### config.mk
export PLATFORM = sky130hd
export DESIGN_NAME = dual_issue_fetch_buffer_flat
export DESIGN_NICKNAME = d
export VERILOG_FILES = /design/src/rtl/dual_issue_fetch_buffer_if.sv /design/src/rtl/dual_issue_fetch_buffer.sv /design/src/flat_wrapper.sv
export SDC_FILE = /design/constraint.sdc
export NUM_CORES = 1
export LEC_CHECK = 0
export CAP_MARGIN = 20
export CORE_MARGIN = 2
export CORE_UTILIZATION = 54
export CTS_CLUSTER_SIZE = 25
export DETAILED_ROUTE_END_ITERATION = 8
export GPL_TIMING_DRIVEN = 1
export PLACE_DENSITY = 0.8
export SYNTH_ARGS = -nofsm -noshare
export SYNTH_HDL_FRONTEND = slang
export SYNTH_SLANG_ARGS = --single-unit
### constraint.sdc
create_clock -name clk_i -period 7 [get_ports clk_i]
set_input_delay 1.4 -clock clk_i [delete_from_list [all_inputs] [get_ports clk_i]]
set_output_delay 1.4 -clock clk_i [all_outputs]
set_load 0.02 [all_outputs]
### src/rtl/dual_issue_fetch_buffer_if.sv
// Handshake bundle between fetch/issue and the dual-issue fetch buffer.
// The master side drives fetch and issue controls; the slave side is the buffer.
interface dual_issue_fetch_buffer_if #(
    parameter int els_p      = 4,
    parameter int pc_width_p = 22
);
    logic                                instr_v_i;
    logic [31:0]                         instr_i;
    logic [pc_width_p-1:0]               pc_i;
    logic                                ready_o;
    logic [0:1][31:0]                    instr_o;
    logic [0:1][pc_width_p-1:0]          pc_o;
    logic [1:0]                          v_o;
    logic [1:0]                          deq_i;
    logic                                flush_i;
    logic [$clog2(els_p+1)-1:0]          count_o;
    logic                                err_o;

    modport master (
        output instr_v_i, instr_i, pc_i, deq_i, flush_i,
        input  ready_o, instr_o, pc_o, v_o, count_o, err_o
    );

    modport slave (
        input  instr_v_i, instr_i, pc_i, deq_i, flush_i,
        output ready_o, instr_o, pc_o, v_o, count_o, err_o
    );
endinterface

### src/rtl/dual_issue_fetch_buffer.sv
// In-order instruction queue presenting the two oldest entries as an issue pair.
// Issue reports 0/1/2 consumed per cycle; flush discards everything.
module dual_issue_fetch_buffer #(
    parameter int els_p      = 4,
    parameter int pc_width_p = 22
) (
    input  logic                      clk_i,
    input  logic                      reset_n_i,
    dual_issue_fetch_buffer_if.slave  io
);
    localparam int ptr_w = $clog2(els_p);
    localparam int cnt_w = $clog2(els_p + 1);

    logic [31:0]           instr_mem [els_p];
    logic [pc_width_p-1:0] pc_mem    [els_p];

    logic [ptr_w-1:0] rptr_reg, wptr_reg;
    logic [cnt_w-1:0] count_reg;
    logic             err_reg;

    logic             ready;
    logic             enq;
    logic [1:0]       deq_req;
    logic [cnt_w-1:0] deq_eff;
    logic             deq_illegal;
    logic [ptr_w-1:0] rptr_next, wptr_next;
    logic [cnt_w-1:0] count_next;

    assign ready = (count_reg != cnt_w'(els_p));
    assign enq   = io.instr_v_i & ready & ~io.flush_i;

    // A request of 3 is treated as 2, then clamped to what is actually held.
    always_comb begin
        deq_req     = (io.deq_i == 2'd3) ? 2'd2 : io.deq_i;
        deq_illegal = (io.deq_i == 2'd3) || (cnt_w'(io.deq_i) > count_reg);
        deq_eff     = (cnt_w'(deq_req) > count_reg) ? count_reg : cnt_w'(deq_req);
        rptr_next   = rptr_reg + ptr_w'(deq_eff);
        wptr_next   = wptr_reg + ptr_w'(enq);
        count_next  = count_reg + cnt_w'(enq) - deq_eff;
    end

    always_ff @(posedge clk_i) begin
        if (!reset_n_i) begin
            rptr_reg  <= '0;
            wptr_reg  <= '0;
            count_reg <= '0;
            err_reg   <= 1'b0;
        end else if (io.flush_i) begin
            rptr_reg  <= '0;
            wptr_reg  <= '0;
            count_reg <= '0;
        end else begin
            rptr_reg  <= rptr_next;
            wptr_reg  <= wptr_next;
            count_reg <= count_next;
            if (deq_illegal)
                err_reg <= 1'b1;
        end
    end

    // Storage is cleared on reset so invalid slots never show X.
    for (genvar gi = 0; gi < els_p; gi++) begin : g_entry
        always_ff @(posedge clk_i) begin
            if (!reset_n_i) begin
                instr_mem[gi] <= '0;
                pc_mem[gi]    <= '0;
            end else if (enq && (wptr_reg == ptr_w'(gi))) begin
                instr_mem[gi] <= io.instr_i;
                pc_mem[gi]    <= io.pc_i;
            end
        end
    end

    for (genvar gi = 0; gi < 2; gi++) begin : g_slot
        logic [ptr_w-1:0] slot_ptr;
        assign slot_ptr      = rptr_reg + ptr_w'(gi);
        assign io.instr_o[gi] = instr_mem[slot_ptr];
        assign io.pc_o[gi]    = pc_mem[slot_ptr];
        assign io.v_o[gi]     = (count_reg > cnt_w'(gi));
    end

    assign io.ready_o = ready;
    assign io.count_o = count_reg;
    assign io.err_o   = err_reg;
endmodule

### src/flat_wrapper.sv
// flat-port wrapper written by rule: the top's interface ports become plain ports
module dual_issue_fetch_buffer_flat 
#(
    parameter int els_p      = 4,
    parameter int pc_width_p = 22
)
  (clk_i, reset_n_i, io_instr_v_i, io_instr_i, io_pc_i, io_deq_i, io_flush_i, io_ready_o, io_instr_o, io_pc_o, io_v_o, io_count_o, io_err_o);
  dual_issue_fetch_buffer_if #(.els_p(els_p), .pc_width_p(pc_width_p)) io_i ();
  input  logic clk_i;
  input  logic reset_n_i;
  input wire logic [$bits(io_i.instr_v_i)-1:0] io_instr_v_i;
  input wire logic [$bits(io_i.instr_i)-1:0] io_instr_i;
  input wire logic [$bits(io_i.pc_i)-1:0] io_pc_i;
  input wire logic [$bits(io_i.deq_i)-1:0] io_deq_i;
  input wire logic [$bits(io_i.flush_i)-1:0] io_flush_i;
  output wire logic [$bits(io_i.ready_o)-1:0] io_ready_o;
  output wire logic [$bits(io_i.instr_o)-1:0] io_instr_o;
  output wire logic [$bits(io_i.pc_o)-1:0] io_pc_o;
  output wire logic [$bits(io_i.v_o)-1:0] io_v_o;
  output wire logic [$bits(io_i.count_o)-1:0] io_count_o;
  output wire logic [$bits(io_i.err_o)-1:0] io_err_o;
  assign io_i.instr_v_i = io_instr_v_i;
  assign io_i.instr_i = io_instr_i;
  assign io_i.pc_i = io_pc_i;
  assign io_i.deq_i = io_deq_i;
  assign io_i.flush_i = io_flush_i;
  assign io_ready_o = io_i.ready_o;
  assign io_instr_o = io_i.instr_o;
  assign io_pc_o = io_i.pc_o;
  assign io_v_o = io_i.v_o;
  assign io_count_o = io_i.count_o;
  assign io_err_o = io_i.err_o;
  dual_issue_fetch_buffer #(.els_p(els_p), .pc_width_p(pc_width_p)) u_core (.clk_i(clk_i), .reset_n_i(reset_n_i), .io(io_i));
endmodule
After elaboration in Yosys (flattened, before gate mapping)
Memory sizes are Yosys's and may differ from the RTL's. A register that Yosys moved wholly into a read port is not among the register bits. Index checks and enable logic that the tools add are counted. W data, S select, Z words.

Mux-type cells: 25. Divide/modulo/power cells: 0. Equality and inequality tests: 5. Shifts and indexed selects: 0. $add $sub $neg: 5. Magnitude comparators: 4. Reduce and logical (&&, ||, !) cells: 8. Bitwise gates (word level): 12. Multiply operators: 0.

Operator list (count): $mux W32 (4); $mux W22 (4); $mux W1 (13); $or A1 B1 Y1 (8); $eq A2 B2 Y1 const B (3); $gt A2 B3 Y1 (2); $gt A3 B1 Y1 const B (2); $mux W2 (3); $logic_and A1 B1 Y1 (4); $add A3 B1 Y3 (1); $mux W3 (1); $ne A3 B3 Y1 const B (1); $sub A3 B3 Y3 (1); $add A2 B1 Y2 (1); $add A2 B1 Y2 const B (1); $add A2 B2 Y2 (1); $and A1 B1 Y1 (2); $eq A2 B1 Y1 const B (1); $logic_not A2 Y1 (1); $not A1 Y1 (2); $reduce_and A2 Y1 (1); $reduce_or A2 Y1 (1); $logic_or A1 B1 Y1 (1).

Flip-flop bits (word level): 8. Bits in latches: 0. Bits of input ports: 60. Memories kept: 2. Logic and storage cells: 65. Bits in writable memories: 216. Memory bits (read-only): 0.

Memory list: u_core.instr_mem (depth 4, width 32, rd ports 2, clocked after Yosys merged registers in 1, wr ports 4, line dual_issue_fetch_buffer.sv:14) `logic [31:0] instr_mem [els_p];`; u_core.pc_mem (depth 4, width 22, rd ports 2, clocked after Yosys merged registers in 1, wr ports 4, line dual_issue_fetch_buffer.sv:15) `logic [pc_width_p-1:0] pc_mem [els_p];`.

Logic depth before layout (Yosys ltp)
Depth after elaboration: 8. Mapped depth: 12.

Least setup slack after synthesis
No wires, ideal clock.

Path kind: in2reg. Start: in io_flush_i. End: mem u_core.instr_mem[0][0], enable pin. Arrival: 5483 ps. Path buffers: 0. Setup slack: 977 ps. Cell stages on the path: 2. Data required time: 6459 ps. Path through: nand4bb_4 -> o21ai_0.

RTL lines: from (decl) (line flat_wrapper.sv:15) `input wire logic [$bits(io_i.flush_i)-1:0] io_flush_i;`; to (decl) (line dual_issue_fetch_buffer.sv:14).

==> implementation parameters <==
Parameter                              Value

Status
  Run status ... completed

Die
  Initial Utilization ... 55.24%
  Overall die width ... 148.3 µm
  Standard cell core area ... approximately 20,000 µm²
  Top Ports ... 175
  Die Footprint ... ~22,000 µm²
  Height of the die ... about 150 µm
  Num rows ... 52

Worst setup path
  Logic depth of the worst register-to-register path ... 12
  Data required time of the worst path ... 5600 ps
  Critical path launch point type ... flop
  Data arrival time of the critical path ... between 3000 and 4000 ps
  Crit path kind ... flop to output pin
  Critical-path maximum fanout ... 67
  Worst reg2reg startpoint ... u_core.io.count_o[1]$_SDFF_PP0_
  Reg-to-reg setup timing slack ... ~3900 ps
  Crit. End Element ... output pin
  Worst flop-to-flop path endpoint ... u_core.io.count_o[2]$_SDFF_PP0_

Logic synthesis
  Sequential-to-total area share from yosys stat ... 59.08%
  Per-instance average area after synthesis ... approximately 17 µm²
  Count of different cell masters after synthesis ... 34
  Flip-flop cell with the highest count after synthesis ... edfxtp_1
  Cell type with the highest aggregate area in the netlist ... edfxtp_1
  Most common cell in the synthesized netlist ... edfxtp_1
  Top cells by area, synth ... edfxtp_1 (58%), mux4_2 (22%), and2_1 (11%)
  Flops & latches, synth ... about 220
  Post-synth ARST share ... 0%
  Nets in the synthesized netlist ... 726
  Count of warnings emitted by yosys ... 0
  Commonest cells post-synth ... edfxtp_1 (216), and2_1 (191), mux4_2 (108), and2_2 (29), buf_2 (24)
  Synthesized instance count ... 656
  Count of flip-flops with a built-in enable after synthesis ... 216
  Fraction of post-synthesis cell area in the top cell type by area ... between 50% and 60%
  Summed instance area of the synthesized netlist ... approximately 11,000 µm²

CTS
  Clock sink count ... 224
  TritonCTS clock tree ... built
  Count of buffers added by post-CTS timing repair for setup ... 0
  Clock transition at the registers of the reported paths ... about 60 ps
  # hold bufs at CTS ... 0
  Number of buffers inserted during clock tree synthesis ... 24
  CTS resizes ... 0
  CTS max path bufs ... 3
  CTS Root Cell ... clkbuf_16
  Clock network latency to the later pin of the worst-skew pair ... 510 ps
  Maximum level of the CTS H-tree ... 1

GRT
  Maximum number of pins on one net before global-route repair ... 68
  Antenna violations before repair ... 0
  Number of global-route vias before repair ... ~7,000
  GRT Overall Usage ... 22.95%
  First-pass GRT wire length ... roughly 39,000 µm
  Grt ovf ... 0

Min path
  Min-Delay Endpoint ... u_core.io.err_o$_SDFFE_PN0P_
  Path type of the worst min-delay path ... flop to flop
  Hold path cells ... 1
  Hold Crit Start ... u_core.io.err_o$_SDFFE_PN0P_

Layout
  Synth-to-layout area growth ... 24.37%
  Final nets ... 896
  Final Core Density ... a little under 70%
  Ratio of cells with drive above 1 in the final layout ... between 20% and 30%
  Flip-flop count of the largest register, all copies and words added ... around 130
  Fill count ... approximately 1,300
  Antenna fix cells ... 0
  Register with the most flip-flops ... u_core.instr_mem

STA
  Final period utilization ... 66.64%
  Worst Max-Slew Pin Slew ... around 1100 ps
  Total negative slack for setup checks ... 0 ps
  Post-layout minimum cycle time ... approximately 4700 ps
  Post-route clock skew ... between 15 and 20 ps
  Number of pins exceeding their max-slew limit in the final report ... 0
  Setup-failing EPs final ... 0
  Hold Fails Final Rpt ... 0
  Slew headroom ... about 29%
  Max frequency ... ~210 MHz
  RSZ-0062 raised after global routing ... no

Detailed routing
  Post-detailed-route wirelength per cell ... 22.11 µm
  DRC violation total after the first TritonRoute iteration ... 350
  Total Wirelength ... about 25,000 µm
  Antenna Violating Nets Remaining ... 0
  Remaining routing DRC violations ... 0
  Router iterations before antenna repair ... 5
  Vias ... between 6,000 and 7,000
  Vias per inst ... just under 6

Power
  Pwr dens ... approximately 270 nW/µm²
  Worst-case vdd ir drop ... 0.0002017 V
  Lkg Pwr ... just under 0.005 µW
  Sum of internal, switching and leakage power ... 3773 µW

Job
  Number of max-capacitance violations reported ... 0

Place
  Count of buffers inserted at the top-level ports ... approximately 170
  Detailed Place HPWL ... between 15,000 and 20,000 µm
  Weighted congestion at the end of routability-driven global placement ... ~0.8
==> worst max-delay path by stage <==
stage,from,end,slack [ps],cells past startpoint
4_1_cts,u_core.rptr_reg[0]$_SDFF_PP0_,io_instr_o[36],2270,3
3_5_place_dp,io_deq_i[1],u_core.io.count_o[2]$_SDFF_PP0_,2570,12
5_1_grt,u_core.rptr_reg[0]$_SDFF_PP0_,io_instr_o[14],2140,3
6_report,u_core.rptr_reg[0]$_SDFF_PP0_,io_instr_o[36],2340,3
3_3_place_gp,io_deq_i[1],u_core.io.count_o[2]$_SDFF_PP0_,2760,12
2_1_floorplan,io_flush_i,u_core.instr_mem[0][0]$_SDFFCE_PN0P_,980,2
==> critical path, stage by stage (launching register included) <==
cell and delay (ps):
dfxtp_4 1020, buf_4 530, mux4_2 580, clkdlybuf4s50_1 560
==> routing by layer <==
metal  GRT usage [%]  up-vias  routed length [µm]
li1                -     2876                   -
met1           29.49     3404                9512
met2           41.13      197               13270
met3           3.436       38                1258
met4           6.333        0                 566
met5               0        -                   0
==> logic make-up (layout without fill, tap and decap cells) <==
logic type / after synthesis / after routing / share of synthesized area (%)
AO/OA/AOI/OAI: 12 / 12 / 0.5783
XOR/XNOR: 4 / 4 / 0.3114
adder cells (fa/ha/maj): 10 / 10 / 1.179
buffers and inverters: 51 / 238 / 2.747
flip-flops: 224 / 224 / 59.08
multiplexers: 110 / 110 / 21.80
AND/OR/NAND/NOR: 245 / 245 / 14.30
==> report_power, final <==
group          switching [µW]  total (µW)  internal [µW]
registers                74.4        1630           1550
clock network             495        1170            672
logic                     465         976            511
total                    1040        3770           2740
==> per-stage QoR <==
step / cell area (µm²) / worst slack (ps) / instances / hold slack, ps
floorplan: 11250 / 977.0 / 656 / 526.6
global placement: 13200 / 2758 / 1067 / 454.4
detailed placement: 13200 / 2571 / 1067 / 463.6
CTS: 13930 / 2271 / 1110 / 483.0
global route: 13990 / 2136 / 1113 / 513.0
finish: 13990 / 2335 / 1113 / 481.4
==> placed cells by master (no fill, tap or decap), drive strengths merged, types with 2 or more instances in the layout <==
cell type      Yosys  routed
clkdlybuf4s50      0     174
and2             220     220
xnor2              4       4
ha                 9       9
mux4             108     108
nand2b             2       2
clkbuf            11      31
clkinv             0       9
clkinvlp           0       3
nor3               2       2
inv                6       6
a21oi              4       4
mux2i              2       2
o21ai              6       6
nand2              3       3
nor2b              3       3
dfxtp              8       8
edfxtp           216     216
buf               34      15
nor2               7       7
==> area by class of cell <==
cell class	count	area, µm²	share of cell area (%)
sequential	224	6654	47.56
multi-input combinational	381	4349	31.09
timing repair buffer	189	1892	13.52
clock buffer	31	668.1	4.776
tap	270	337.8	2.415
clock inverter	12	67.56	0.4829
inverter	6	22.52	0.1610
(Power assumes the default switching activity.)
